### src/rtl/vanilla_wb_scheduler_pkg.sv
`default_nettype none
// ==========================================================================
// vanilla_wb_scheduler_pkg : writeback source encoding and starve counter width
// Revision: 1.0
// ==========================================================================
package vanilla_wb_scheduler_pkg;

  typedef enum logic [1:0] {
    e_wb_pipe   = 2'd0,
    e_wb_remote = 2'd1,
    e_wb_long   = 2'd2
  } wb_src_e;

  localparam int c_starve_cnt_width = 4;

endpackage
`default_nettype wire

### src/rtl/vanilla_wb_scheduler_if.sv
`default_nettype none
// ==========================================================================
// vanilla_wb_scheduler_if : writeback sources, RF write port, scoreboard clear
// Revision: 1.0
// ==========================================================================
interface vanilla_wb_scheduler_if #(
  parameter int data_width_p     = 32,
  parameter int reg_addr_width_p = 5
);
  logic                        pipe_v_i;
  logic [reg_addr_width_p-1:0] pipe_id_i;
  logic [data_width_p-1:0]     pipe_data_i;
  logic                        remote_v_i;
  logic [reg_addr_width_p-1:0] remote_id_i;
  logic [data_width_p-1:0]     remote_data_i;
  logic                        remote_yumi_o;
  logic                        long_v_i;
  logic [reg_addr_width_p-1:0] long_id_i;
  logic [data_width_p-1:0]     long_data_i;
  logic                        long_yumi_o;
  logic                        rf_w_v_o;
  logic [reg_addr_width_p-1:0] rf_w_addr_o;
  logic [data_width_p-1:0]     rf_w_data_o;
  logic                        sb_clear_o;
  logic [reg_addr_width_p-1:0] sb_clear_id_o;
  logic                        stall_pipe_o;

  modport slave (
    input  pipe_v_i, pipe_id_i, pipe_data_i,
    input  remote_v_i, remote_id_i, remote_data_i,
    input  long_v_i, long_id_i, long_data_i,
    output remote_yumi_o, long_yumi_o,
    output rf_w_v_o, rf_w_addr_o, rf_w_data_o,
    output sb_clear_o, sb_clear_id_o, stall_pipe_o
  );

  modport master (
    output pipe_v_i, pipe_id_i, pipe_data_i,
    output remote_v_i, remote_id_i, remote_data_i,
    output long_v_i, long_id_i, long_data_i,
    input  remote_yumi_o, long_yumi_o,
    input  rf_w_v_o, rf_w_addr_o, rf_w_data_o,
    input  sb_clear_o, sb_clear_id_o, stall_pipe_o
  );
endinterface
`default_nettype wire

### src/rtl/vanilla_wb_scheduler_rr.sv
`default_nettype none
// ==========================================================================
// vanilla_wb_scheduler_rr : 2-way round-robin, bit 0 = remote, bit 1 = long
// Revision: 1.0
// ==========================================================================
module vanilla_wb_scheduler_rr (
  input  logic       clk_i,
  input  logic       reset_i,
  input  logic       en_i,
  input  logic [1:0] reqs_i,
  output logic [1:0] grants_o
);
  // ptr_q == 0 favours remote; it only moves on a contended grant
  logic ptr_q, ptr_d;

  always_comb begin
    grants_o = 2'b00;
    ptr_d    = ptr_q;
    if (en_i) begin
      unique case (reqs_i)
        2'b01:   grants_o = 2'b01;
        2'b10:   grants_o = 2'b10;
        2'b11: begin
          grants_o = ptr_q ? 2'b10 : 2'b01;
          ptr_d    = ~ptr_q;
        end
        default: grants_o = 2'b00;
      endcase
    end
  end

  always_ff @(posedge clk_i) begin
    if (reset_i) ptr_q <= 1'b0;
    else         ptr_q <= ptr_d;
  end

endmodule
`default_nettype wire

### src/rtl/vanilla_wb_scheduler.sv
`default_nettype none
// ==========================================================================
// vanilla_wb_scheduler : RF write-port arbiter (pipe > remote/long RR) + sb clear
// Revision: 1.0
// ==========================================================================
module vanilla_wb_scheduler
  import vanilla_wb_scheduler_pkg::*;
#(
  parameter int data_width_p     = 32,
  parameter int reg_addr_width_p = 5,
  parameter int zero_reg_p       = 1,
  parameter int starve_limit_p   = 4
) (
  input  logic                   clk_i,
  input  logic                   reset_i,
  vanilla_wb_scheduler_if.slave  wb
);
  localparam logic [c_starve_cnt_width-1:0] c_limit = c_starve_cnt_width'(starve_limit_p);

  logic [c_starve_cnt_width-1:0] starve_cnt_q, starve_cnt_d;
  logic                          stall_q, stall_d;
  logic                          w_pipe_g, w_side_g, w_grant_v;
  logic [1:0]                    w_grants;
  wb_src_e                       w_src;
  logic [reg_addr_width_p-1:0]   w_id;
  logic [data_width_p-1:0]       w_data;

  // Nothing is granted during reset so in-flight sources are never acked
  assign w_pipe_g = wb.pipe_v_i & ~reset_i;

  vanilla_wb_scheduler_rr u_rr (
    .clk_i    (clk_i),
    .reset_i  (reset_i),
    .en_i     (~wb.pipe_v_i & ~reset_i),
    .reqs_i   ({wb.long_v_i, wb.remote_v_i}),
    .grants_o (w_grants)
  );

  assign w_side_g  = |w_grants;
  assign w_grant_v = w_pipe_g | w_side_g;

  always_comb begin
    if (w_grants[1])      w_src = e_wb_long;
    else if (w_grants[0]) w_src = e_wb_remote;
    else                  w_src = e_wb_pipe;
    case (w_src)
      e_wb_remote: begin w_id = wb.remote_id_i; w_data = wb.remote_data_i; end
      e_wb_long:   begin w_id = wb.long_id_i;   w_data = wb.long_data_i;   end
      default:     begin w_id = wb.pipe_id_i;   w_data = wb.pipe_data_i;   end
    endcase
  end

  assign wb.rf_w_v_o      = w_grant_v & ~((zero_reg_p != 0) && (w_id == '0));
  assign wb.rf_w_addr_o   = w_id;
  assign wb.rf_w_data_o   = w_data;
  assign wb.sb_clear_o    = w_side_g;
  assign wb.sb_clear_id_o = w_id;
  assign wb.remote_yumi_o = w_grants[0];
  assign wb.long_yumi_o   = w_grants[1];
  assign wb.stall_pipe_o  = stall_q;

  always_comb begin
    starve_cnt_d = starve_cnt_q;
    stall_d      = stall_q;
    if (w_side_g) begin
      starve_cnt_d = '0;
      stall_d      = 1'b0;
    end else begin
      if ((wb.remote_v_i | wb.long_v_i) & wb.pipe_v_i & (starve_cnt_q != c_limit))
        starve_cnt_d = starve_cnt_q + 1'b1;
      if (starve_cnt_d == c_limit)
        stall_d = 1'b1;
    end
  end

  always_ff @(posedge clk_i) begin
    if (reset_i) begin
      starve_cnt_q <= '0;
      stall_q      <= 1'b0;
    end else begin
      starve_cnt_q <= starve_cnt_d;
      stall_q      <= stall_d;
    end
  end

`ifndef SYNTHESIS
  a_pipe_while_stalled: assert property (@(posedge clk_i) disable iff (reset_i)
    !(wb.pipe_v_i && stall_q));
  a_remote_hold: assert property (@(posedge clk_i) disable iff (reset_i)
    (wb.remote_v_i && !w_grants[0]) |=>
      (wb.remote_v_i && $stable(wb.remote_id_i) && $stable(wb.remote_data_i)));
  a_long_hold: assert property (@(posedge clk_i) disable iff (reset_i)
    (wb.long_v_i && !w_grants[1]) |=>
      (wb.long_v_i && $stable(wb.long_id_i) && $stable(wb.long_data_i)));
`endif

endmodule
`default_nettype wire

### src/flat_wrapper.sv
// flat-port wrapper written by rule: the top's interface ports become plain ports
module vanilla_wb_scheduler_flat import vanilla_wb_scheduler_pkg::*;
#(
  parameter int data_width_p     = 32,
  parameter int reg_addr_width_p = 5,
  parameter int zero_reg_p       = 1,
  parameter int starve_limit_p   = 4
)
  (clk_i, reset_i, wb_pipe_v_i, wb_pipe_id_i, wb_pipe_data_i, wb_remote_v_i, wb_remote_id_i, wb_remote_data_i, wb_long_v_i, wb_long_id_i, wb_long_data_i, wb_remote_yumi_o, wb_long_yumi_o, wb_rf_w_v_o, wb_rf_w_addr_o, wb_rf_w_data_o, wb_sb_clear_o, wb_sb_clear_id_o, wb_stall_pipe_o);
  vanilla_wb_scheduler_if #(.data_width_p(data_width_p), .reg_addr_width_p(reg_addr_width_p)) wb_i ();
  input  logic clk_i;
  input  logic reset_i;
  input wire logic [$bits(wb_i.pipe_v_i)-1:0] wb_pipe_v_i;
  input wire logic [$bits(wb_i.pipe_id_i)-1:0] wb_pipe_id_i;
  input wire logic [$bits(wb_i.pipe_data_i)-1:0] wb_pipe_data_i;
  input wire logic [$bits(wb_i.remote_v_i)-1:0] wb_remote_v_i;
  input wire logic [$bits(wb_i.remote_id_i)-1:0] wb_remote_id_i;
  input wire logic [$bits(wb_i.remote_data_i)-1:0] wb_remote_data_i;
  input wire logic [$bits(wb_i.long_v_i)-1:0] wb_long_v_i;
  input wire logic [$bits(wb_i.long_id_i)-1:0] wb_long_id_i;
  input wire logic [$bits(wb_i.long_data_i)-1:0] wb_long_data_i;
  output wire logic [$bits(wb_i.remote_yumi_o)-1:0] wb_remote_yumi_o;
  output wire logic [$bits(wb_i.long_yumi_o)-1:0] wb_long_yumi_o;
  output wire logic [$bits(wb_i.rf_w_v_o)-1:0] wb_rf_w_v_o;
  output wire logic [$bits(wb_i.rf_w_addr_o)-1:0] wb_rf_w_addr_o;
  output wire logic [$bits(wb_i.rf_w_data_o)-1:0] wb_rf_w_data_o;
  output wire logic [$bits(wb_i.sb_clear_o)-1:0] wb_sb_clear_o;
  output wire logic [$bits(wb_i.sb_clear_id_o)-1:0] wb_sb_clear_id_o;
  output wire logic [$bits(wb_i.stall_pipe_o)-1:0] wb_stall_pipe_o;
  assign wb_i.pipe_v_i = wb_pipe_v_i;
  assign wb_i.pipe_id_i = wb_pipe_id_i;
  assign wb_i.pipe_data_i = wb_pipe_data_i;
  assign wb_i.remote_v_i = wb_remote_v_i;
  assign wb_i.remote_id_i = wb_remote_id_i;
  assign wb_i.remote_data_i = wb_remote_data_i;
  assign wb_i.long_v_i = wb_long_v_i;
  assign wb_i.long_id_i = wb_long_id_i;
  assign wb_i.long_data_i = wb_long_data_i;
  assign wb_remote_yumi_o = wb_i.remote_yumi_o;
  assign wb_long_yumi_o = wb_i.long_yumi_o;
  assign wb_rf_w_v_o = wb_i.rf_w_v_o;
  assign wb_rf_w_addr_o = wb_i.rf_w_addr_o;
  assign wb_rf_w_data_o = wb_i.rf_w_data_o;
  assign wb_sb_clear_o = wb_i.sb_clear_o;
  assign wb_sb_clear_id_o = wb_i.sb_clear_id_o;
  assign wb_stall_pipe_o = wb_i.stall_pipe_o;
  vanilla_wb_scheduler #(.data_width_p(data_width_p), .reg_addr_width_p(reg_addr_width_p), .zero_reg_p(zero_reg_p), .starve_limit_p(starve_limit_p)) u_core (.clk_i(clk_i), .reset_i(reset_i), .wb(wb_i));
endmodule
### config.mk
export PLATFORM = sky130hd
export DESIGN_NAME = vanilla_wb_scheduler_flat
export DESIGN_NICKNAME = d
export VERILOG_FILES = /design/src/rtl/vanilla_wb_scheduler_pkg.sv /design/src/rtl/vanilla_wb_scheduler_if.sv /design/src/rtl/vanilla_wb_scheduler_rr.sv /design/src/rtl/vanilla_wb_scheduler.sv /design/src/flat_wrapper.sv
export SDC_FILE = /design/constraint.sdc
export NUM_CORES = 1
export LEC_CHECK = 0
export ABC_CLOCK_PERIOD_IN_PS = 6270
export BUFFER_PORTS_ARGS = -buffer_cell sky130_fd_sc_hd__buf_2
export CORE_AREA = 2 2 62 64
export CTS_BUF_LIST = sky130_fd_sc_hd__clkbuf_4
export DETAILED_ROUTE_END_ITERATION = 8
export DIE_AREA = 0 0 64 66
export PLACE_DENSITY = 0.87
export RECOVER_POWER = 100
export SETUP_SLACK_MARGIN = 0.3
export SYNTH_ARGS = -nofsm -noshare
export SYNTH_HDL_FRONTEND = slang
export SYNTH_HIERARCHICAL = 1
export SYNTH_SLANG_ARGS = --single-unit
### constraint.sdc
create_clock -name clk_i -period 6.27 [get_ports clk_i]
set_input_delay 1.254 -clock clk_i [delete_from_list [all_inputs] [get_ports clk_i]]
set_output_delay 1.254 -clock clk_i [all_outputs]
set_load 0.05 [all_outputs]
Word-level counts from Yosys, hierarchy flattened --
Index checks and enable logic that the tools add are counted.
Operators by class: reduce and logical (&&, ||, !) cells 4, muxes and demuxes 9, bitwise gates (word level) 11, add/subtract/negate cells 1, eq/ne operators 7
Operators with widths (count):
- $pmux W32 S2 | 1
- $pmux W5 S2 | 1
- $mux W4 | 2
- $eq A2 B2 Y1 const B | 3
- $mux W2 | 3
- $pmux W2 S3 | 1
- $and A1 B1 Y1 | 5
- $logic_not A5 Y1 | 1
- $add A4 B1 Y4 const B | 1
- $eq A2 B1 Y1 const B | 2
- $eq A4 B3 Y1 const B | 1
- $ne A4 B3 Y1 const B | 1
- $not A1 Y1 | 4
- $reduce_or A3 Y1 | 1
- $or A1 B1 Y1 | 2
- $reduce_and A2 Y1 | 1
- $reduce_or A2 Y1 | 1
- $mux W1 | 1
Word-level totals: word-level logic and storage cells 35, register bits 6

Depth between registers and ports, before layout --
depth in word-level cells 10, gate-level depth with buffers 8

Hierarchy --
The synthesis kept the hierarchy.
By module, submodules not included:
- vanilla_wb_scheduler | area each 1106.1 um^2, cells an instance 164, seq. area each 100.1 um^2, times used 1
- vanilla_wb_scheduler_rr | area each 72.6 um^2, cells an instance 10, seq. area each 20.0 um^2, times used 1

Least setup slack after synthesis --
Ideal clock, no wire load.
kind input to output, start point in wb_pipe_v_i, end point out wb_rf_w_v_o, data arrival time 4.598 ns, data required time 5.016 ns, path buffers 1, cell stages on the path 8, setup slack 0.418 ns, cell sequence nor2_1 > nand2_1 > a21oi_1 > buf_6 > mux2i_1 > o21ai_0 > or4_1 > o22a_1
On the way: longest elaborated chain between the ends 10, elaborated cells between the ends (all ways) 14, those cells by class eq/ne (2); mux (4); bitwise (6); reduce/logical (2)
Ends and longest elaborated chain:
- start, declared | RTL line flat_wrapper.sv:13 | input wire logic [$bits(wb_i.pipe_v_i)-1:0] wb_pipe_v_i;
- $not A1 Y1 (*) | RTL line vanilla_wb_scheduler.sv:34 | .en_i (~wb.pipe_v_i & ~reset_i),
- $and A1 B1 Y1 (*) | RTL line vanilla_wb_scheduler.sv:34
- $mux W2 (*) | RTL line vanilla_wb_scheduler_rr.sv:19 | if (en_i) begin
- named net wb_remote_yumi_o | RTL line flat_wrapper.sv:22 | output wire logic [$bits(wb_i.remote_yumi_o)-1:0] wb_remote_yumi_o;
- $mux W1 (*) | RTL line vanilla_wb_scheduler.sv:44 | else if (w_grants[0]) w_src = e_wb_remote;
- $mux W2 (*) | RTL line vanilla_wb_scheduler.sv:43 | if (w_grants[1]) w_src = e_wb_long;
- $eq A2 B2 Y1 / $eq A2 B1 Y1 (equally long branches) | RTL line vanilla_wb_scheduler.sv:46 | case (w_src)
- $pmux W5 S2 (*) | RTL line vanilla_wb_scheduler.sv:46
- named net wb_rf_w_addr_o[3] | RTL line flat_wrapper.sv:25 | output wire logic [$bits(wb_i.rf_w_addr_o)-1:0] wb_rf_w_addr_o;
- $logic_not A5 Y1 (*) | RTL line vanilla_wb_scheduler.sv:53 | assign wb.rf_w_v_o = w_grant_v & ~((zero_reg_p != 0) && (w_id == '0));
- $not A1 Y1 (*) | RTL line vanilla_wb_scheduler.sv:53
- $and A1 B1 Y1 (*) | RTL line vanilla_wb_scheduler.sv:53
- end, declared | RTL line flat_wrapper.sv:24 | output wire logic [$bits(wb_i.rf_w_v_o)-1:0] wb_rf_w_v_o;
The timed path passes the listed nets; every way through them passes the cells marked *.

Final worst setup path --
start point in reset_i, end point out wb_rf_w_data_o[28]
On the way: longest elaborated chain between the ends 7, elaborated cells between the ends (all ways) 8, those cells by class eq/ne (2); mux (4); bitwise (2)
Ends and longest elaborated chain:
- start, declared | RTL line flat_wrapper.sv:12 | input logic reset_i;
- $not A1 Y1 (*) | RTL line vanilla_wb_scheduler.sv:34
- $and A1 B1 Y1 (*) | RTL line vanilla_wb_scheduler.sv:34
- $mux W2 (*) | RTL line vanilla_wb_scheduler_rr.sv:19
- $mux W1 | RTL line vanilla_wb_scheduler.sv:44
- $mux W2 (*) | RTL line vanilla_wb_scheduler.sv:43
- $eq A2 B2 Y1 / $eq A2 B1 Y1 (equally long branches) | RTL line vanilla_wb_scheduler.sv:46
- $pmux W32 S2 (*) | RTL line vanilla_wb_scheduler.sv:46
- end, declared | RTL line flat_wrapper.sv:26 | output wire logic [$bits(wb_i.rf_w_data_o)-1:0] wb_rf_w_data_o;
Mark *: on every way between the ends. The rest lies on a longest branch, timed or not.

==> key figures <==
Status
  • Outcome: finished, final reports clean

Yosys
  • EDFF count, synth: 0
  • Yosys synthesis warning count: 6
  • Compound-cell area share of the yosys netlist: between 20% and 30%
  • Post-synthesis async set-or-reset flop share: 0%
  • Simple-gate portion of the synthesized area: 19.75%
  • Post-Synth Adder-Cell Area: ~2.1%
  • Post-synth top cells: mux2i_1 (39), nand2_1 (39), o21ai_0 (38)
  • Multiplexer share of the synthesized area: 34.39%
  • Synthesized netlist cell count: 174
  • Share of the synthesized area in the top cell type: 33.12%
  • Cell area after synthesis: between 1000 and 1500 um2
  • Number of synthesized register bits: 6
  • Sequential element share of the synthesized area: 10.19%
  • XOR/XNOR Fraction of Synth Area: 0.7431%
  • Total nets after synthesis: approximately 300
  • Largest family of logic cells by synthesized area: multiplexers
  • Count of distinct cell types in the synthesized netlist: 31
  • Average cell area after synthesis: 6.774 um2
  • Largest cells by area after synthesis: mux2i_1 (33%), o21ai_0 (16%), nand2_1 (12%)
  • Ys flop type: dfxtp_1
  • Cell type with the largest total area after synthesis: mux2i_1

Drt
  • Number of vias per cell after detailed routing: 4.745
  • DRC Markers: 0
  • Count of antenna-violating nets left after detailed routing: 0
  • Routed met3 length: between 300 and 400 um
  • Sum of met2 wire segment lengths after detailed routing: ~2300 um
  • Number of DRC markers in iteration 0: 25
  • Average detailed-routed wire length per instance: approximately 12 um
  • Highest routing layer actually used: met4
  • Final routed wirelength across all metal layers: 4369 um
  • WL met1: ~1700 um
  • First drt pass iteration count: 4
  • Via total after detailed routing: 1,765

Power and ir drop
  • Worst vdd rail ir drop: 0.00005354 V
  • Cell Pwr Density: 138.1 nW/um2
  • Static leakage: 0.8478 nW

Timing
  • Final setup violation count: 0
  • Min cycle time layout: roughly 5400 ps
  • Number of hold violations in the final report: 0
  • Fin Setup TNS: 0 ps
  • Least-Margin Pin Slew: 1155 ps
  • Max Clock Freq: 0.1844 GHz
  • Final Max Slew Viols: 0
  • Max_slew headroom: 23.01%
  • WHS: 543.6 ps
  • Max Clock Skew: roughly 8.1 ps
  • Fin crit share: 86.51%
  • RSZ-0062 raised after global routing: false

Global route
  • Vias in the first global route: roughly 1.6k
  • Global-route usage over all layers: 19.70%
  • Initial antenna violation count: 0
  • Global route total overflow: 0
  • Maximum number of pins on one net before global-route repair: 41
  • First-pass GRT wire length: 6748 um

Setup path
  • Required time of the critical path: 5020 ps
  • Cell-by-cell trace of the critical path: clkbuf_1 -> nor2_1 -> nand2_1 -> a21oi_4 -> clkbuf_1 -> mux2i_1 -> o21ai_0 -> clkbuf_1
  • Endpoint of the worst-slack reg-to-reg timing path: u_core/starve_cnt_q[1]
  • Category of the worst setup path launch point: primary input
  • Worst Path Buf+Inv: 3
  • Worst reg-to-reg setup slack: 4240 ps
  • Worst path slowest cell: clkbuf_1
  • Highest net fanout along the worst path: 24
  • Class of the most critical setup path: in2out
  • Length in cells of the worst reg-to-reg path: 5
  • Cell class contributing the biggest share of worst-path delay: buffers and inverters
  • Arrival @ worst endpoint: 4170 ps
  • Most used cell, CP: clkbuf_1
  • Longest individual stage delay on the worst path: 920 ps
  • Beginning of the worst register-to-register path: u_core/u_rr/ptr_q
  • Setup crit start: reset_i
  • Crit. End Element: output port
  • Number of cells on the critical path: 8
  • Worst setup endpoint: wb_rf_w_data_o[28]

Finish
  • Share of post-route cells with drive strength above 1: 38.58%
  • Antenna cells: 0
  • Net count of the finished layout: 444
  • Post-synthesis to final-layout area growth: 65.39%
  • Fillcell total: 389

Clock tree
  • Clk root buf: clkbuf_4
  • CTS max path bufs: 2
  • Setup repair bufs after CTS: 0
  • Clock-pin transition on the worst setup and hold timing paths: approximately 60 ps
  • Count of hold buffers inserted by post-cts repair: 0
  • CTS sink count: 6
  • Clock buffers created by TritonCTS: 3
  • Clock tree from TritonCTS: yes
  • Maximum level of the CTS H-tree: 1
  • Clock latency on the worst-skew pair: about 250 ps
  • Quantity of gates resized following cts: 0

Die
  • Effective utilization at floorplan: 33.19%
  • Total die area: 4224 um2
  • I/O Pins: 163
  • Floorplan core area: 3551 um2
  • Horizontal extent of the die: ~64 um
  • Row cnt: 22
  • Vert. Die Dim: 66 um

Flow run
  • Number of maximum-capacitance violations: 0

Placed design
  • Routability congestion estimate: 0.7604
  • Port Buf Inserts: between 150 and 200
  • Final HPWL from detailed placement: 3661 um

Min path
  • Worst min path class: reg2reg
==> how the worst min path moves through the flow <==
stage,startpoint,slack [ps],to,cells after the start
2_1_floorplan,u_core/starve_cnt_q[3],500,u_core/starve_cnt_q[3],2
3_3_place_gp,u_core/starve_cnt_q[3],520,u_core/starve_cnt_q[3],2
3_5_place_dp,u_core/wb.stall_pipe_o,540,u_core/wb.stall_pipe_o,2
4_1_cts,u_core/wb.stall_pipe_o,540,u_core/wb.stall_pipe_o,2
5_1_grt,u_core/starve_cnt_q[1],570,u_core/starve_cnt_q[1],2
6_report,u_core/wb.stall_pipe_o,540,u_core/wb.stall_pipe_o,2
==> flip-flops by register name (all words and copies together) (netlist names) <==
signal	flops
u_core/u_rr/ptr_q	1
u_core/wb.stall_pipe_o	1
u_core/starve_cnt_q	4
==> cell usage in the layout, fill, tap and decap left out, types with 2 or more instances in the layout <==
cell        n
nand3_1     2
nand2_1    39
o21ai_0    38
clkbuf_4    3
clkbuf_1   47
inv_1       4
a21oi_1     3
buf_2     116
mux2i_1    39
a21oi_4     2
dfxtp_1     6
nor2_1      4
ha_1        2
==> tightest hold or removal path: stages (launching register included) <==
cell	delay, ps
dfxtp_1	330
a21oi_1	110
a211oi_1	50
==> metal layers <==
layer | global-route usage (%) | vias to the layer above
met2 | 38.15 | 93
met3 | 4.770 | 4
met4 | 4.620 | 0
met5 | 0 | -
met1 | 21.31 | 760
li1 | - | 908
==> cells by family after synthesis <==
kind of cell / Yosys count
flip-flops: 6
AND/OR/NAND/NOR: 54
adder cells (fa/ha/maj): 2
multiplexers: 40
buffers and inverters: 21
AO/OA/AOI/OAI: 50
XOR/XNOR: 1
==> where the power goes <==
group / switching (mW) / internal (mW)
clock: 0.0165 / 0.0218
sequential: 0.00141 / 0.0394
combinational: 0.136 / 0.0543
total: 0.154 / 0.116
==> metrics by stage <==
| step | utilization [%] | instances | cell area (um2) | total power, mW | setup slack [ps] |
|---|---|---|---|---|---|
| floorplan | - | 174 | 1179 | 0.1776 | 417.7 |
| global route | 54.90 | 372 | 1949 | 0.2850 | 553.3 |
| finish | 54.90 | 372 | 1949 | 0.2692 | 846.0 |
| CTS | 56.73 | 372 | 2014 | 0.2772 | 1280 |
| global placement | 56.10 | 369 | 1992 | 0.2353 | 1380 |
| detailed placement | 56.10 | 369 | 1992 | 0.2382 | 1294 |
==> final cells by class <==
cell class	instances	area (um2)	area share, %
Clock buffer	3	22.52	1.155
Inverter	4	15.01	0.7702
Multi-Input combinational cell	147	967.2	49.61
Tap cell	48	60.06	3.081
Timing Repair Buffer	164	764.5	39.22
Sequential cell	6	120.1	6.162
No activity file was read; power rests on OpenSTA's default activity.
